--- src/rtl/ctech_lib_sync_pkg.sv ---
// Shared constants and helpers for the multi-stage synchroniser / glitch filter.
package ctech_lib_sync_pkg;

   localparam int SYNC_MIN_STAGES = 2;
   localparam int SYNC_MIN_FILTER = 1;

   // Counter width able to hold 0..f, never narrower than one bit.
   function automatic int sync_cnt_w(input int f);
      int w;
      w = $clog2(f + 1);
      return (w < 1) ? 1 : w;
   endfunction

endpackage

--- src/rtl/ctech_lib_sync_glitch_filter.sv ---
// One-channel output stage: optional stability filter plus registered rise/fall pulses.
// Filter present only when CTECH_LIB_SYNC_GLITCH_FILTER_EN is defined; otherwise o follows sq.
module ctech_lib_sync_glitch_filter #(
`ifdef CTECH_LIB_SYNC_GLITCH_FILTER_EN
   parameter int   FILTER_CYCLES = 4,
`endif
   parameter logic RST_VAL       = 1'b0
) (
   input  logic i_clk,
   input  logic i_rst,
   input  logic i_sq,
   output logic o_level,
   output logic o_rise,
   output logic o_fall
);

   logic r_level;
   logic r_rise;
   logic r_fall;
   logic w_level_next;

`ifdef CTECH_LIB_SYNC_GLITCH_FILTER_EN
   import ctech_lib_sync_pkg::*;

   localparam int            CW = sync_cnt_w(FILTER_CYCLES);
   localparam logic [CW-1:0] TC = CW'(FILTER_CYCLES - 1);

   logic [CW-1:0] r_cnt;
   logic [CW-1:0] w_cnt_next;

   // Any agreement between sq and o drops the run count, so glitches never accumulate.
   always_comb begin
      w_cnt_next   = '0;
      w_level_next = r_level;
      if (i_sq != r_level) begin
         if (r_cnt == TC) begin
            w_level_next = i_sq;
         end else begin
            w_cnt_next = r_cnt + CW'(1);
         end
      end
   end
`else
   assign w_level_next = i_sq;
`endif

   always_ff @(posedge i_clk) begin
      if (i_rst) begin
         r_level <= RST_VAL;
         r_rise  <= 1'b0;
         r_fall  <= 1'b0;
`ifdef CTECH_LIB_SYNC_GLITCH_FILTER_EN
         r_cnt   <= '0;
`endif
      end else begin
         r_level <= w_level_next;
         r_rise  <= ~r_level & w_level_next;
         r_fall  <= r_level & ~w_level_next;
`ifdef CTECH_LIB_SYNC_GLITCH_FILTER_EN
         r_cnt   <= w_cnt_next;
`endif
      end
   end

   assign o_level = r_level;
   assign o_rise  = r_rise;
   assign o_fall  = r_fall;

endmodule

--- src/rtl/ctech_lib_sync_filter.sv ---
// Multi-stage synchroniser for asynchronous level inputs with per-channel edge pulses.
// Optional glitch filter enabled by defining CTECH_LIB_SYNC_GLITCH_FILTER_EN.
module ctech_lib_sync_filter
   import ctech_lib_sync_pkg::*;
#(
   parameter int               WIDTH         = 1,
   parameter int               STAGES        = 2,
   parameter int               FILTER_CYCLES = 4,
   parameter logic [WIDTH-1:0] RST_VAL       = '0
) (
   input  logic             clk,
   input  logic             rst,
   input  logic [WIDTH-1:0] d,
   output logic [WIDTH-1:0] o,
   output logic [WIDTH-1:0] rise,
   output logic [WIDTH-1:0] fall
);

   if (STAGES < SYNC_MIN_STAGES) begin : g_bad_stages
      $error("ctech_lib_sync_filter: STAGES=%0d, needs at least %0d", STAGES, SYNC_MIN_STAGES);
   end

`ifdef CTECH_LIB_SYNC_GLITCH_FILTER_EN
   if (FILTER_CYCLES < SYNC_MIN_FILTER) begin : g_bad_filter
      $error("ctech_lib_sync_filter: FILTER_CYCLES=%0d, needs at least %0d", FILTER_CYCLES, SYNC_MIN_FILTER);
   end
`else
   // Harmless here since the filter is compiled out, but likely a misconfiguration.
   if (FILTER_CYCLES < SYNC_MIN_FILTER) begin : g_odd_filter
      $warning("ctech_lib_sync_filter: FILTER_CYCLES=%0d ignored, filter compiled out", FILTER_CYCLES);
   end
`endif

   logic [STAGES-1:0][WIDTH-1:0] r_sync;
   logic [WIDTH-1:0]             w_sq;

   always_ff @(posedge clk) begin
      if (rst) begin
         r_sync <= {STAGES{RST_VAL}};
      end else begin
         r_sync[0] <= d;
         for (int k = 1; k < STAGES; k++) begin
            r_sync[k] <= r_sync[k-1];
         end
      end
   end

   assign w_sq = r_sync[STAGES-1];

   for (genvar g = 0; g < WIDTH; g++) begin : g_chan
      ctech_lib_sync_glitch_filter #(
`ifdef CTECH_LIB_SYNC_GLITCH_FILTER_EN
         .FILTER_CYCLES (FILTER_CYCLES),
`endif
         .RST_VAL       (RST_VAL[g])
      ) u_filter (
         .i_clk   (clk),
         .i_rst   (rst),
         .i_sq    (w_sq[g]),
         .o_level (o[g]),
         .o_rise  (rise[g]),
         .o_fall  (fall[g])
      );
   end

endmodule
--- config.mk ---
export PLATFORM = sky130hd
export DESIGN_NAME = ctech_lib_sync_filter
export DESIGN_NICKNAME = d
export VERILOG_FILES = /design/src/rtl/ctech_lib_sync_pkg.sv /design/src/rtl/ctech_lib_sync_glitch_filter.sv /design/src/rtl/ctech_lib_sync_filter.sv
export SDC_FILE = /design/constraint.sdc
export NUM_CORES = 1
export LEC_CHECK = 0
export ABC_AREA = 1
export BUFFER_PORTS_ARGS = -buffer_cell sky130_fd_sc_hd__buf_2
export CELL_PAD_IN_SITES_DETAIL_PLACEMENT = 0
export CELL_PAD_IN_SITES_GLOBAL_PLACEMENT = 1
export CORE_AREA = 2 2 39 41
export DETAILED_ROUTE_END_ITERATION = 8
export DIE_AREA = 0 0 41 43
export HOLD_SLACK_MARGIN = 0.15
export PLACE_DENSITY = 0.33
export SETUP_SLACK_MARGIN = 0.3
export SLEW_MARGIN = 25
export SYNTH_ARGS = -nofsm -noshare
export SYNTH_HDL_FRONTEND = slang
export SYNTH_SLANG_ARGS = --single-unit
--- constraint.sdc ---
create_clock -name clk -period 1.4 [get_ports clk]
set_input_delay 0.42 -clock clk [delete_from_list [all_inputs] [get_ports clk]]
set_output_delay 0.42 -clock clk [all_outputs]
set_load 0.01 [all_outputs]
**After elaboration in Yosys (flattened, before gate mapping)**

Index checks and enable logic that the tools add are counted.

- Register bits: 5
- Output and inout bits: 3

- Bitwise operators: 4

Operators by type and width:

| kind | number |
|---|---|
| $and A1 B1 Y1 | 2 |
| $not A1 Y1 | 2 |

**Logic depth before layout (Yosys ltp)**

Gate-level depths: netlist of run 1.

- Depth after elaboration: 2
- Depth in mapped cells: 3

**Modules after synthesis**

Synthesis of run 1 repeated with hierarchy kept, for this count alone.

- Cell total of the unflattened synthesis: 15
- Area, all modules: 142.6 um^2

Modules (own cells, without submodules):

| module | cells an instance | seq. area each (um^2) | area each (um^2) | instances |
|---|---|---|---|---|
| ctech_lib_sync_glitch_filter | 9 | 60.1 | 87.6 | 1 |
| ctech_lib_sync_filter | 6 | 40.0 | 55.1 | 1 |

**Worst setup path after synthesis of run 1**

Ideal clock, no wire load.

- Path type: register to output
- From: reg g_chan[0].u_filter.r_level
- To: out o
- Data arrival time: 362 ps
- Path buffers: 0
- Stages on the path, launching flop included: 1
- Required time: 980 ps
- Setup slack: 618 ps
- Path through: dfxtp_1

RTL lines:

| what | RTL line | text |
|---|---|---|
| start, declared | ctech_lib_sync_glitch_filter.sv:17 | `logic r_level;` |
| start signal, assigned | ctech_lib_sync_glitch_filter.sv:56 | `r_level <= w_level_next;` |
| end, declared | ctech_lib_sync_filter.sv:14 | `output logic [WIDTH-1:0] o,` |

No word-level cell between the ends.

**Worst setup path after layout of run 1**

- From: reg g_chan[0].u_filter.r_level
- To: out o

No word-level cell between the ends.

==> qor.tcl, run 1 <==
set qor(min_path_type) {input pin to flop}
set qor(maximum_number_of_pins_on_one_net_before_global_route_repair) 4
set qor(critical-path-top-delay-family) {flip-flops}
set qor(number_of_standard_cells_after_synthesis) 15
set qor(cts-buffers-inserted) 3
set qor(mapped_cell_area_um2) 140
set qor(timing_worst_setup_path_type) {flop to output port}
set qor(synth-xor-area-share_pct) 0
set qor(yosys-top-cells-count) {sky130_fd_sc_hd__dfxtp_1 (5), sky130_fd_sc_hd__nor2_1 (4), sky130_fd_sc_hd__inv_1 (3)}
set qor(antenna-diode-count) 0
set qor(final_net_count) 29
set qor(critPathMaxFanout) 2
set qor(core-area_um2) 1380
set qor(design.die.area_um2) 1760
set qor(timing.final.max_slew_violations) 0
set qor(ir_worst_vdd_mv) 0.417
set qor(timing.critical_path.cells) {buf_6}
set qor(grt_pass1_vias) 99
set qor(tritoncts_clock_tree) {built}
set qor(multiInputGateArea_um2) 25.0
set qor(finalSetupTns_ns) 0
set qor(p_leak_nw) 0.122
set qor(synth-async-reset-ratio_pct) 0
set qor(whs_path_depth) 2
set qor(post_synth_fa_ha_maj_area_fraction_pct) 0
set qor(synth.most_common_cell) {sky130_fd_sc_hd__dfxtp_1}
set qor(boundaryPins) 6
set qor(synth_largest_area_cell) {sky130_fd_sc_hd__dfxtp_1}
set qor(synth_top_area_share_pct) 71.4
set qor(yosys.area_share.simple_pct) 17.9
set qor(fillCellCount) 160
set qor(regToRegEndpoint) {g_chan[0].u_filter.o_fall}
set qor(cp-endpoint) {o}
set qor(place.port_buffers) 5
set qor(synth_enable_flop_cells) 0
set qor(register_area_um2) 101
set qor(avgSynthCellArea_um2) 9.34
set qor(result_of_the_run) {complete, no violations}
set qor(rows) 14
set qor(combinational_family_with_the_most_area_after_synthesis) {simple AND/OR/NAND/NOR gates}
set qor(proportion_of_layout_cells_with_a_drive_suffix_above_1_pct) 48.0
set qor(synthesis.yosys.warnings) 0
set qor(largest_cells_by_area_after_synthesis) {sky130_fd_sc_hd__dfxtp_1 (71%), sky130_fd_sc_hd__nor2_1 (11%), sky130_fd_sc_hd__inv_1 (8.0%)}
set qor(timing.critical_path.arrival_ns) 0.67
set qor(critical_path_cell_count) 1
set qor(muxShareOfSynthArea_pct) 0
set qor(synth_cell_type_count) 6
set qor(gp_routability_congestion) 0.521
set qor(drt-pass1-iter-count) 4
set qor(max_cap_violations) 0
set qor(worstReg2RegStart) {g_chan[0].u_filter.o_level}
set qor(crit_path_time_final_ns) 1.09
set qor(powerDensity_nw_per_um2) 1460
set qor(ys_ff_latch) 5
set qor(layout.cells.non_filler) 41
set qor(hold_viol_final) 0
set qor(clkSlewWorstSetupHoldPaths_ns) 0.04
set qor(clk_latency_ns) 0.24
set qor(htree_levels) 1
set qor(gr_usage_total_pct) 4.82
set qor(dpl.cell_count) 36
set qor(setup.worst_path.start_class) {flop}
set qor(via_per_inst) 2.93
set qor(r2r_slack_ns) 0.77
set qor(floorplan.initialDensity_pct) 10.1
set qor(ys.flop_type) {sky130_fd_sc_hd__dfxtp_1}
set qor(synth_compound_gate_area_share_pct) 0
set qor(worst_pin_slew_ns) 0.0853
set qor(cts.sinks) 5
set qor(max_slew_margin_pct) 94.3
set qor(drt_iter0_markers) 5
set qor(detail_route.wl_per_cell_um) 5.78
set qor(syn_to_final_growth_pct) 61.6
set qor(cts-root-buf) {sky130_fd_sc_hd__clkbuf_4}
set qor(worst_ep_required_time_ns) 0.98
set qor(cp-startpoint) {g_chan[0].u_filter.o_level}
set qor(skew_ns) 0.000127
set qor(globalRoute.totalOverflow) 0
set qor(slowest_cell_on_crit_path) {sky130_fd_sc_hd__dfxtp_2}
set qor(critPathBufInv) 1
set qor(synth_seq_area_share_pct) 71.4
set qor(hold_buf_cts) 0
set qor(setup_viol) 0
set qor(worst_r2r_path_cells) 3
set qor(final_design_area_no_fill_um2) 226
set qor(portion_of_the_clock_cycle_consumed_by_the_worst_path_in_the_final_layout_pct) 77.8
set qor(critical_path.max_stage_delay_ns) 0.31
set qor(vias_post_dr) 120
set qor(clk_path_buf_depth) 2
set qor(antenna_violating_nets_post_route) 0
set qor(finish.utilization_pct) 16.4
set qor(drt-total-wl_um) 237
set qor(postSynthNetCount) 18
set qor(setup_repair_after_global_routing_missed_its_margin) {yes}
set qor(grt_antenna_before_repair) 0
set qor(drc) 0
set qor(timing.fmax_ghz) 0.918
set qor(die_w_um) 41
set qor(endpoint_class_of_the_critical_path) {output port}
set qor(grt_pass1_wl_um) 379
set qor(place_area_um2) 185
set qor(die_h_um) 43
## report_power, final
part	switching, mW	internal (mW)
Sequential	0.00171	0.148
Clock	0.0600	0.108
Combinational	0.00656	0.00703
Total	0.0683	0.263
## per-layer routing
metal	vias to the layer above	global-route usage [%]	wire length, um
li1	60	-	-
met1	48	2.58	85
met2	10	4.06	83
met3	2	9.42	57
met4	0	6.00	10
met5	-	0	0
## per-stage QoR
stage	power [mW]	hold WS, ns	setup WS [ns]
final	0.331	0.376	0.311
after global routing	0.355	0.384	0.279
after CTS	0.336	0.379	0.305
after detailed placement	0.164	0.395	0.517
after global placement	0.163	0.391	0.530
after floorplan	0.157	0.388	0.618
## sequential cells by signal, indices dropped and copies added (netlist names)
signal and flops:
g_chan.u_filter.o_level 1, r_sync 1, g_chan.u_filter.o_rise 1, w_sq 1, g_chan.u_filter.o_fall 1
## repair_timing
action                                  CTS  global route
resized for setup                         2             0
setup buffers                             1             0
endpoints found under the setup margin    1             3
## cells by family after synthesis
logic type,after synthesis
buffers and inverters,4
AND/OR/NAND/NOR,6
flip-flops,5
## worst reg2reg max path: stages, from the launching register on
cell and delay (ns):
sky130_fd_sc_hd__dfxtp_2 0.31, sky130_fd_sc_hd__buf_4 0.13, sky130_fd_sc_hd__nand2_1 0.05, sky130_fd_sc_hd__nor2_1 0.03
## final cells by class
| class | instances | share of cell area [%] |
|---|---|---|
| Sequential cell | 5 | 44.8 |
| Clock buffer | 4 | 11.6 |
| Timing Repair Buffer | 6 | 17.1 |
| Tap cell | 16 | 8.84 |
| Multi-Input combinational cell | 6 | 11.0 |
| Inverter | 4 | 6.63 |
## cells in the final DEF (no fill, tap or decap), drive strengths merged
master | netlist | routed
buf | 0 | 6
nand2 | 2 | 2
dfxtp | 5 | 5
inv | 4 | 4
clkbuf | 0 | 4
nor2 | 4 | 4
## how the worst min path moves through the flow
stage	startpoint	end	slack, ns
2_1_floorplan	r_sync[0]	w_sq	0.39
3_3_place_gp	r_sync[0]	w_sq	0.39
3_5_place_dp	r_sync[0]	w_sq	0.39
4_1_cts	d	r_sync[0]	0.38
5_1_grt	d	r_sync[0]	0.38
6_report	rst	r_sync[0]	0.38
(Power assumes the default switching activity.)
==> inputs of run 2 (changes only) <==
--- a/config.mk
+++ b/config.mk
@@ -5,7 +5,7 @@
 export SDC_FILE = /design/constraint.sdc
 export NUM_CORES = 1
 export LEC_CHECK = 0
-export ABC_AREA = 1
+export ABC_AREA = 0
 export BUFFER_PORTS_ARGS = -buffer_cell sky130_fd_sc_hd__buf_2
 export CELL_PAD_IN_SITES_DETAIL_PLACEMENT = 0
 export CELL_PAD_IN_SITES_GLOBAL_PLACEMENT = 1
==> constraint.sdc (replaced) <==
create_clock -name clk -period 1 [get_ports clk]
set_input_delay 0.3 -clock clk [delete_from_list [all_inputs] [get_ports clk]]
set_output_delay 0.3 -clock clk [all_outputs]
set_load 0.01 [all_outputs]
==> qor.tcl, run 2 <==
set qor(dpl.cell_count) 31
set qor(timing.critical_path.arrival_ns) 0.66
set qor(postSynthNetCount) 13
set qor(tritoncts_clock_tree) {built}
set qor(synth_cell_type_count) 3
set qor(synth-async-reset-ratio_pct) 0
set qor(setup.worst_path.start_class) {flop}
set qor(largest_cells_by_area_after_synthesis) {sky130_fd_sc_hd__dfxtp_1 (70%), sky130_fd_sc_hd__nor3b_2 (17%), sky130_fd_sc_hd__nor2b_1 (13%)}
set qor(result_of_the_run) {complete, no violations}
set qor(worst_pin_slew_ns) 0.119
set qor(die_w_um) 41
set qor(worst_slack_ns) 0.0399
set qor(timing_worst_setup_path_type) {flop to output port}
set qor(floorplan.initialDensity_pct) 10.4
set qor(hold_buf_cts) 0
set qor(cts-root-buf) {sky130_fd_sc_hd__clkbuf_4}
set qor(setup_viol) 0
set qor(dpl_worst_slack_ns) 0.221
set qor(rows) 14
set qor(gp_routability_congestion) 0.492
set qor(proportion_of_layout_cells_with_a_drive_suffix_above_1_pct) 60.0
set qor(cts-buffers-inserted) 3
set qor(max_slew_margin_pct) 92.1
set qor(synth_seq_area_share_pct) 69.6
set qor(vias_post_dr) 104
set qor(drt-pass1-iter-count) 2
set qor(ys_ff_latch) 5
set qor(drt_iter0_markers) 1
set qor(grt_pass1_wl_um) 386
set qor(synth_largest_area_cell) {sky130_fd_sc_hd__dfxtp_1}
set qor(slowest_cell_on_crit_path) {sky130_fd_sc_hd__dfxtp_2}
set qor(critPathBufInv) 1
set qor(place_area_um2) 189
set qor(p_leak_nw) 0.101
set qor(critical-path-top-delay-family) {flip-flops}
set qor(globalRoute.totalOverflow) 0
set qor(clk_path_buf_depth) 2
set qor(hold_viol_final) 0
set qor(endpoint_class_of_the_critical_path) {output port}
set qor(via_per_inst) 2.89
set qor(drc) 0
set qor(syn_to_final_growth_pct) 60.0
set qor(synth.most_common_cell) {sky130_fd_sc_hd__dfxtp_1}
set qor(final_net_count) 24
set qor(maximum_number_of_pins_on_one_net_before_global_route_repair) 6
set qor(setup_repair_after_global_routing_missed_its_margin) {yes}
set qor(core-area_um2) 1380
set qor(clkSlewWorstSetupHoldPaths_ns) 0.04
set qor(final_design_area_no_fill_um2) 230
set qor(ir_worst_vdd_mv) 0.747
set qor(yosys-top-cells-count) {sky130_fd_sc_hd__dfxtp_1 (5), sky130_fd_sc_hd__nor2b_1 (3), sky130_fd_sc_hd__nor3b_2 (2)}
set qor(synth_enable_flop_cells) 0
set qor(die_h_um) 43
set qor(synth_top_area_share_pct) 69.6
set qor(critical_path.max_stage_delay_ns) 0.31
set qor(mapped_cell_area_um2) 144
set qor(detail_route.wl_per_cell_um) 6.03
set qor(grt_pass1_vias) 112
set qor(htree_levels) 1
set qor(antenna-diode-count) 0
set qor(gr_usage_total_pct) 4.21
set qor(boundaryPins) 6
set qor(timing.final.max_slew_violations) 0
set qor(design.die.area_um2) 1760
set qor(avgSynthCellArea_um2) 14.4
set qor(max_cap_violations) 0
set qor(crit_path_time_final_ns) 0.960
set qor(layout.cells.non_filler) 36
set qor(skew_ns) 0.00104
set qor(clk_latency_ns) 0.24
set qor(grt_antenna_before_repair) 0
set qor(finalSetupTns_ns) 0
set qor(number_of_standard_cells_after_synthesis) 10
set qor(synthesis.yosys.warnings) 0
set qor(critPathMaxFanout) 2
set qor(powerDensity_nw_per_um2) 1980
set qor(place.port_buffers) 5
set qor(ys.flop_type) {sky130_fd_sc_hd__dfxtp_1}
set qor(antenna_violating_nets_post_route) 0
set qor(drt-total-wl_um) 217
set qor(final_total_power_mw) 0.456
set qor(portion_of_the_clock_cycle_consumed_by_the_worst_path_in_the_final_layout_pct) 96.0
set qor(layout.cells.most_common_list) {sky130_fd_sc_hd__dfxtp_1 (4), sky130_fd_sc_hd__buf_2 (4), sky130_fd_sc_hd__nor2b_1 (3), sky130_fd_sc_hd__clkbuf_4 (3), sky130_fd_sc_hd__nor3b_2 (2)}
set qor(worst_ep_required_time_ns) 0.70
set qor(timing.critical_path.cells) {buf_6}
set qor(timing.fmax_ghz) 1.04
set qor(min_path_type) {input pin to flop}
set qor(cts.sinks) 5
run 2: cell count changes after synthesis, sizes merged:
| cell | delta |
|---|---|
| nor2b | +3 |
| inv | -4 |
| nand2 | -2 |
| nor2 | -4 |
| nor3b | +2 |
run 2: metal layers:
| metal | GRT usage (%) | share of wire [%] | vias up |
|---|---|---|---|
| li1 | - | - | 52 |
| met1 | 2.56 | 42 | 47 |
| met2 | 5.00 | 41 | 5 |
| met3 | 9.42 | 16 | 0 |
| met4 | 0 | 0 | 0 |
| met5 | 0 | 0 | - |
run 2: worst register-to-register path: stages (launching register included):
cell	delay (ns)
sky130_fd_sc_hd__dfxtp_2	0.31
sky130_fd_sc_hd__buf_4	0.13
sky130_fd_sc_hd__nor3b_2	0.14
run 2: stage by stage:
stage          hold WS, ns  util, %
6_report             0.279     16.6
5_1_grt              0.280     16.6
4_1_cts              0.278     16.6
3_5_place_dp         0.429     13.7
3_3_place_gp         0.423     13.7
2_1_floorplan        0.370        -
run 2: kinds of logic (layout without fill, tap and decap cells):
logic type	after synthesis	count (layout)	synth area share, %
buffers and inverters	0	10	0
flip-flops	5	5	69.6
AND/OR/NAND/NOR	5	5	30.4
run 2: area by class of cell:
class	count	area [um^2]
clock buffer	4	26.3
timing repair buffer	6	38.8
fill	156	1150
sequential	5	101
tap	16	20.0
multi-input combinational	5	43.8
run 2: worst paths after layout:
path                              start                         to  slack, ns  cells after the start
max          g_chan[0].u_filter.o_level                          o       0.04                      1
max reg2reg  g_chan[0].u_filter.o_level  g_chan[0].u_filter.o_fall       0.31                      2
min reg2reg                   r_sync[0]                       w_sq       0.43                      1
min                                   d                  r_sync[0]       0.28                      2
run 2: repair_timing:
action,in CTS,in global routing
gates resized for setup,2,0
endpoints found under the setup margin,3,4
buffers inserted,1,0
run 2: report_power, final:
part | internal (mW) | leakage, nW | switching [mW]
combinational | 0.0112 | 0.0442 | 0.00785
clock | 0.150 | 0.0150 | 0.0767
sequential | 0.207 | 0.0414 | 0.00248
total | 0.369 | 0.101 | 0.0870
